===== src/rtl/mux4x1_scan_ctrl.sv =====
// Timed channel scanner for a 4:1 mux stage: steps the selects, samples mux_y
// after a settle delay per channel, and hands the 4-bit word downstream.
module mux4x1_scan_ctrl #(
    parameter int unsigned SETTLE     = 2,
    parameter int unsigned CONTINUOUS = 0
) (
    input  logic       clk,
    input  logic       rst,
    input  logic       start,
    input  logic       mux_y,
    output logic       sel0,
    output logic       sel1,
    output logic       busy,
    output logic [3:0] data_out,
    output logic       data_valid,
    input  logic       data_ready,
    output logic       start_drop
);
    localparam int unsigned CNT_W = 4;
    localparam int unsigned CH_W  = 2;
    localparam int unsigned DW    = 4;

    typedef enum logic [1:0] {
        S_IDLE   = 2'd0,
        S_SETTLE = 2'd1,
        S_DONE   = 2'd2
    } state_t;

    state_t            r_state;
    logic [CH_W-1:0]   r_ch;
    logic [CNT_W-1:0]  r_cnt;
    logic [CH_W-1:0]   r_sel;
    logic [DW-1:0]     r_shadow;
    logic [DW-1:0]     r_data;
    logic              r_valid;
    logic              r_busy;
    logic              r_drop;

    state_t            w_state_nx;
    logic [CH_W-1:0]   w_ch_nx;
    logic [CNT_W-1:0]  w_cnt_nx;
    logic [CH_W-1:0]   w_sel_nx;
    logic [DW-1:0]     w_shadow_nx;
    logic [DW-1:0]     w_data_nx;
    logic              w_valid_nx;
    logic              w_drop_nx;
    logic              w_capture;

    assign w_capture = (r_cnt == CNT_W'(SETTLE - 1));

    // Next-state and registered-output logic
    always_comb begin
        w_state_nx  = r_state;
        w_ch_nx     = r_ch;
        w_cnt_nx    = r_cnt;
        w_sel_nx    = r_sel;
        w_shadow_nx = r_shadow;
        w_data_nx   = r_data;
        w_valid_nx  = r_valid;
        w_drop_nx   = 1'b0;

        case (r_state)
            S_IDLE: begin
                if (start) begin
                    w_state_nx = S_SETTLE;
                    w_ch_nx    = '0;
                    w_cnt_nx   = '0;
                    w_sel_nx   = '0;
                end
            end
            S_SETTLE: begin
                w_drop_nx = start;
                if (w_capture) begin
                    w_shadow_nx[r_ch] = mux_y;
                    w_cnt_nx          = '0;
                    if (r_ch != CH_W'(3)) begin
                        w_ch_nx  = CH_W'(r_ch + CH_W'(1));
                        w_sel_nx = CH_W'(r_ch + CH_W'(1));
                    end else begin
                        // Final capture: the ch3 bit joins the word on this edge
                        w_state_nx = S_DONE;
                        w_sel_nx   = '0;
                        w_data_nx  = w_shadow_nx;
                        w_valid_nx = 1'b1;
                    end
                end else begin
                    w_cnt_nx = CNT_W'(r_cnt + CNT_W'(1));
                end
            end
            S_DONE: begin
                w_drop_nx = start;
                if (data_ready) begin
                    w_valid_nx = 1'b0;
                    w_ch_nx    = '0;
                    w_cnt_nx   = '0;
                    w_sel_nx   = '0;
                    w_state_nx = (CONTINUOUS != 0) ? S_SETTLE : S_IDLE;
                end
            end
            default: begin
                w_state_nx = S_IDLE;
                w_valid_nx = 1'b0;
                w_sel_nx   = '0;
            end
        endcase
    end

    always_ff @(posedge clk) begin
        if (rst) begin
            r_state  <= S_IDLE;
            r_ch     <= '0;
            r_cnt    <= '0;
            r_sel    <= '0;
            r_shadow <= '0;
            r_data   <= '0;
            r_valid  <= 1'b0;
            r_busy   <= 1'b0;
            r_drop   <= 1'b0;
        end else begin
            r_state  <= w_state_nx;
            r_ch     <= w_ch_nx;
            r_cnt    <= w_cnt_nx;
            r_sel    <= w_sel_nx;
            r_shadow <= w_shadow_nx;
            r_data   <= w_data_nx;
            r_valid  <= w_valid_nx;
            r_busy   <= (w_state_nx != S_IDLE);
            r_drop   <= w_drop_nx;
        end
    end

    assign sel0       = r_sel[1];
    assign sel1       = r_sel[0];
    assign busy       = r_busy;
    assign data_out   = r_data;
    assign data_valid = r_valid;
    assign start_drop = r_drop;

endmodule

===== config.mk =====
export PLATFORM = sky130hd
export DESIGN_NAME = mux4x1_scan_ctrl
export DESIGN_NICKNAME = d
export VERILOG_FILES = /design/src/rtl/mux4x1_scan_ctrl.sv
export SDC_FILE = /design/constraint.sdc
export NUM_CORES = 1
export LEC_CHECK = 0
export BUFFER_PORTS_ARGS = -buffer_cell sky130_fd_sc_hd__buf_4
export CAP_MARGIN = 10
export CORE_MARGIN = 2
export CORE_UTILIZATION = 40
export DETAILED_ROUTE_END_ITERATION = 16
export GPL_TIMING_DRIVEN = 0
export REMOVE_ABC_BUFFERS = 1
export SYNTH_ARGS = -nofsm -noshare
export SYNTH_HDL_FRONTEND = slang
export SYNTH_SLANG_ARGS = --single-unit

===== constraint.sdc =====
create_clock -name clk -period 5.7 [get_ports clk]
set_input_delay 1.14 -clock clk [delete_from_list [all_inputs] [get_ports clk]]
set_output_delay 1.14 -clock clk [all_outputs]
set_load 0.01 [all_outputs]

==> impl_metrics.toml <==
[routing]
antenna_left = 0
routedWlPerCell_um = 12.4
viasPerCell = 5.43
drc_errors = 0
first_pass_iters = 5
drt_wl_total_um = 1970
vias = 863
first_iter_violations = 23

[synthesis]
syn_area_per_cell_um2 = 8.96
yosysSeqAreaShare_pct = 37.3
ys.flop_type = "dfxtp_1"
yosys.area_share.simple_pct = 25.7
synth.cell_area_um2 = 1070
synth_compound_area_share_pct = 11.3
synth_common_cells = "dfxtp_1 (20), ha_1 (11), nand2_1 (10), nand3_1 (10), nor2_1 (9)"
synth_seq_cells = 20
synthesis.instances = 120
synthXorXnorAreaFrac_pct = 0
synth_edf_count = 0
synth_top_family_by_area = "simple AND/OR/NAND/NOR gates"
yosysMostFrequentCell = "dfxtp_1"
ys_types = 30
ys_async_sr_fraction_pct = 0
yosys-mux-area-fraction_pct = 6.52
synth_area_leaders = "dfxtp_1 (37%), ha_1 (13%), mux2i_1 (6.5%)"
yosysWarnings = 0
yosys.area.top_type_share_pct = 37.3
synth_fa_ha_area_share_pct = 12.8
yosys.area.top_type = "dfxtp_1"

[run_status]
status = "finished, final reports clean"

[die]
initial_utilization_pct = 42.6
coreArea_um2 = 2520
io_pins = 14
rows = 18
fp.dieW_um = 55.8
die_y_um = 55.8
dieArea_um2 = 3120

[grt]
overflow = 0
grt_pass1_vias = 818
track_usage_pct = 13.5
grt_antenna_before_repair = 0
grt_max_degree = 23
grt_first_pass_wirelength_um = 3410

[cts]
insertion_delay_ns = 0.30
ctsLongestPathBuffers = 2
numCtsBuffers = 3
htreeDepth = 1
cts_hold_buffers = 0
postCtsSetupBuffers = 0
cts_root_buffer = "clkbuf_4"
cts_tree = "built"
path_clk_slew_ns = 0.12
post_cts_resized = 0
cts.sinks = 20

[timing]
slew_violations = 0
finalCriticalPeriod_ns = 2.13
period_share_pct = 37.4
worstMarginPinSlew_ns = 0.690
rsz0062_at_grt = "false"
hold_viol_final = 0
fmax_mhz = 469
worst_slack_ns = 3.57
skew_ns = 0.0113
slew_headroom_pct = 54.0
tns_ns = 0
finalSetupViolations = 0

[pwr]
power_density_nw_per_um2 = 217
seqPwrFrac_pct = 55.9
power.total_uw = 260
clkPwrFrac_pct = 31.7
switching_share_pct = 25.1
switchingPower_uw = 65.2
p_int_uw = 195
ir_worst_vdd_mv = 0.122
p_leak_uw = 0.000485
pwr-share-comb_pct = 12.5

[setup_path]
startpoint_type = "primary input"
reg2reg_depth = 6
critPathBufInv = 1
crit_arrival_ns = 2.38
crit_type = "in2reg"
critPathRequiredTime_ns = 5.94
slowest_stage = "or4b_1"
r2r_end = "r_cnt[3]"
r2r_slack_ns = 3.63
cpPeakStageDelay_ns = 0.51
crit_family = "simple AND/OR/NAND/NOR gates"
crit_fanout = 8
r2r_start = "r_state[0]"
end_kind = "flop"
crit_chain = "buf_4 > nor2b_1 > or3_4 > or4b_1 > a31oi_1"

[min_path]
hp-start = "data_out[3]"
holdPathStages = 2
min_path_type = "reg2reg"
hold_end = "data_out[3]"

[place]
dp.cells = 155
io_buffers = 13
gp_congestion = 0.733
dpl.hpwl_um = 1430
pre_cts_slack_ns = 3.24

[cells_and_area]
fin_nets = 146
layoutNonFillerInstCount = 159
multi_input_area_um2 = 606
seqCellArea_um2 = 400
fillers = 275
drive_above_1_share_pct = 17.1
diodes = 0
syn_to_final_growth_pct = 11.6

[flow_run]
drv_cap = 0
## cell type report
cell class	instances	share of cell area (%)
clock buffer	4	3.02
multi-input combinational	86	50.5
tap	30	3.13
sequential	20	33.4
inverter	6	1.88
timing repair buffer	13	8.13
## metal layers
layer | GRT usage (%) | vias to the layer above | share of wire (%)
met3 | 3.02 | 2 | 5.1
li1 | - | 444 | -
met1 | 17.2 | 396 | 46
met2 | 22.3 | 21 | 48
met4 | 5.10 | 0 | 0.51
met5 | 0 | - | 0
## placed cells by master, fill, tap and decap left out, types with 2 or more instances in the layout
cell type and n:
a211oi_1 5, inv_1 6, ha_1 11, buf_4 13, a31oi_1 6, nand4b_1 2
nor3_1 4, nor2_1 9, and3_1 2, dfxtp_1 20, nand3_1 10, o21ai_0 2
nand4_1 2, mux2i_1 7, clkbuf_4 3, a21oi_1 4, nand2_1 10
## kinds of logic after synthesis
| kind of cell | after synthesis |
|---|---|
| fa+ha+maj | 11 |
| compound gates | 19 |
| mux | 7 |
| buf+inv | 14 |
| flops | 20 |
| simple gates | 49 |
## sequential cells by signal, summed over array words and instances, names as in the netlist, 2 cells and up
signal and cells:
r_shadow 3, r_state 2, data_out 4, r_cnt 4, r_ch 2, r_sel 2
## how the worst max path moves through the flow
stage / from / end / slack [ns] / depth (start not counted)
2_1_floorplan: data_ready / r_cnt[3] / 3.41 / 4
3_3_place_gp: start / r_cnt[3] / 3.27 / 5
3_5_place_dp: start / r_cnt[3] / 3.24 / 5
4_1_cts: start / r_cnt[3] / 3.57 / 5
5_1_grt: r_state[0] / busy / 3.41 / 4
6_report: start / r_cnt[3] / 3.57 / 5
## metrics by stage
step,util (%),hold WS [ns],cell area (µm²)
detailed placement,46.1,0.478,1160
finish,47.6,0.481,1200
floorplan,-,0.456,1030
global route,47.6,0.522,1200
global placement,46.1,0.450,1160
CTS,47.6,0.496,1200
## worst register-to-register path: stages, from the launching register on
cell,delay [ns]
dfxtp_1,0.42
inv_1,0.09
ha_1,0.24
nor2b_1,0.20
or3_4,0.39
or4b_1,0.51
a31oi_1,0.16
## power groups by stage
| stage | clock network [µW] | logic, µW | registers, µW |
|---|---|---|---|
| 2_1_floorplan | 0 | 19.5 | 149 |
| 3_3_place_gp | 0 | 32.5 | 148 |
| 3_5_place_dp | 0 | 32.8 | 148 |
| 4_1_cts | 85.9 | 32.9 | 145 |
| 5_1_grt | 90.5 | 36.4 | 146 |
| 6_report | 82.3 | 32.4 | 145 |
No activity file was read; power rests on OpenSTA's default activity.
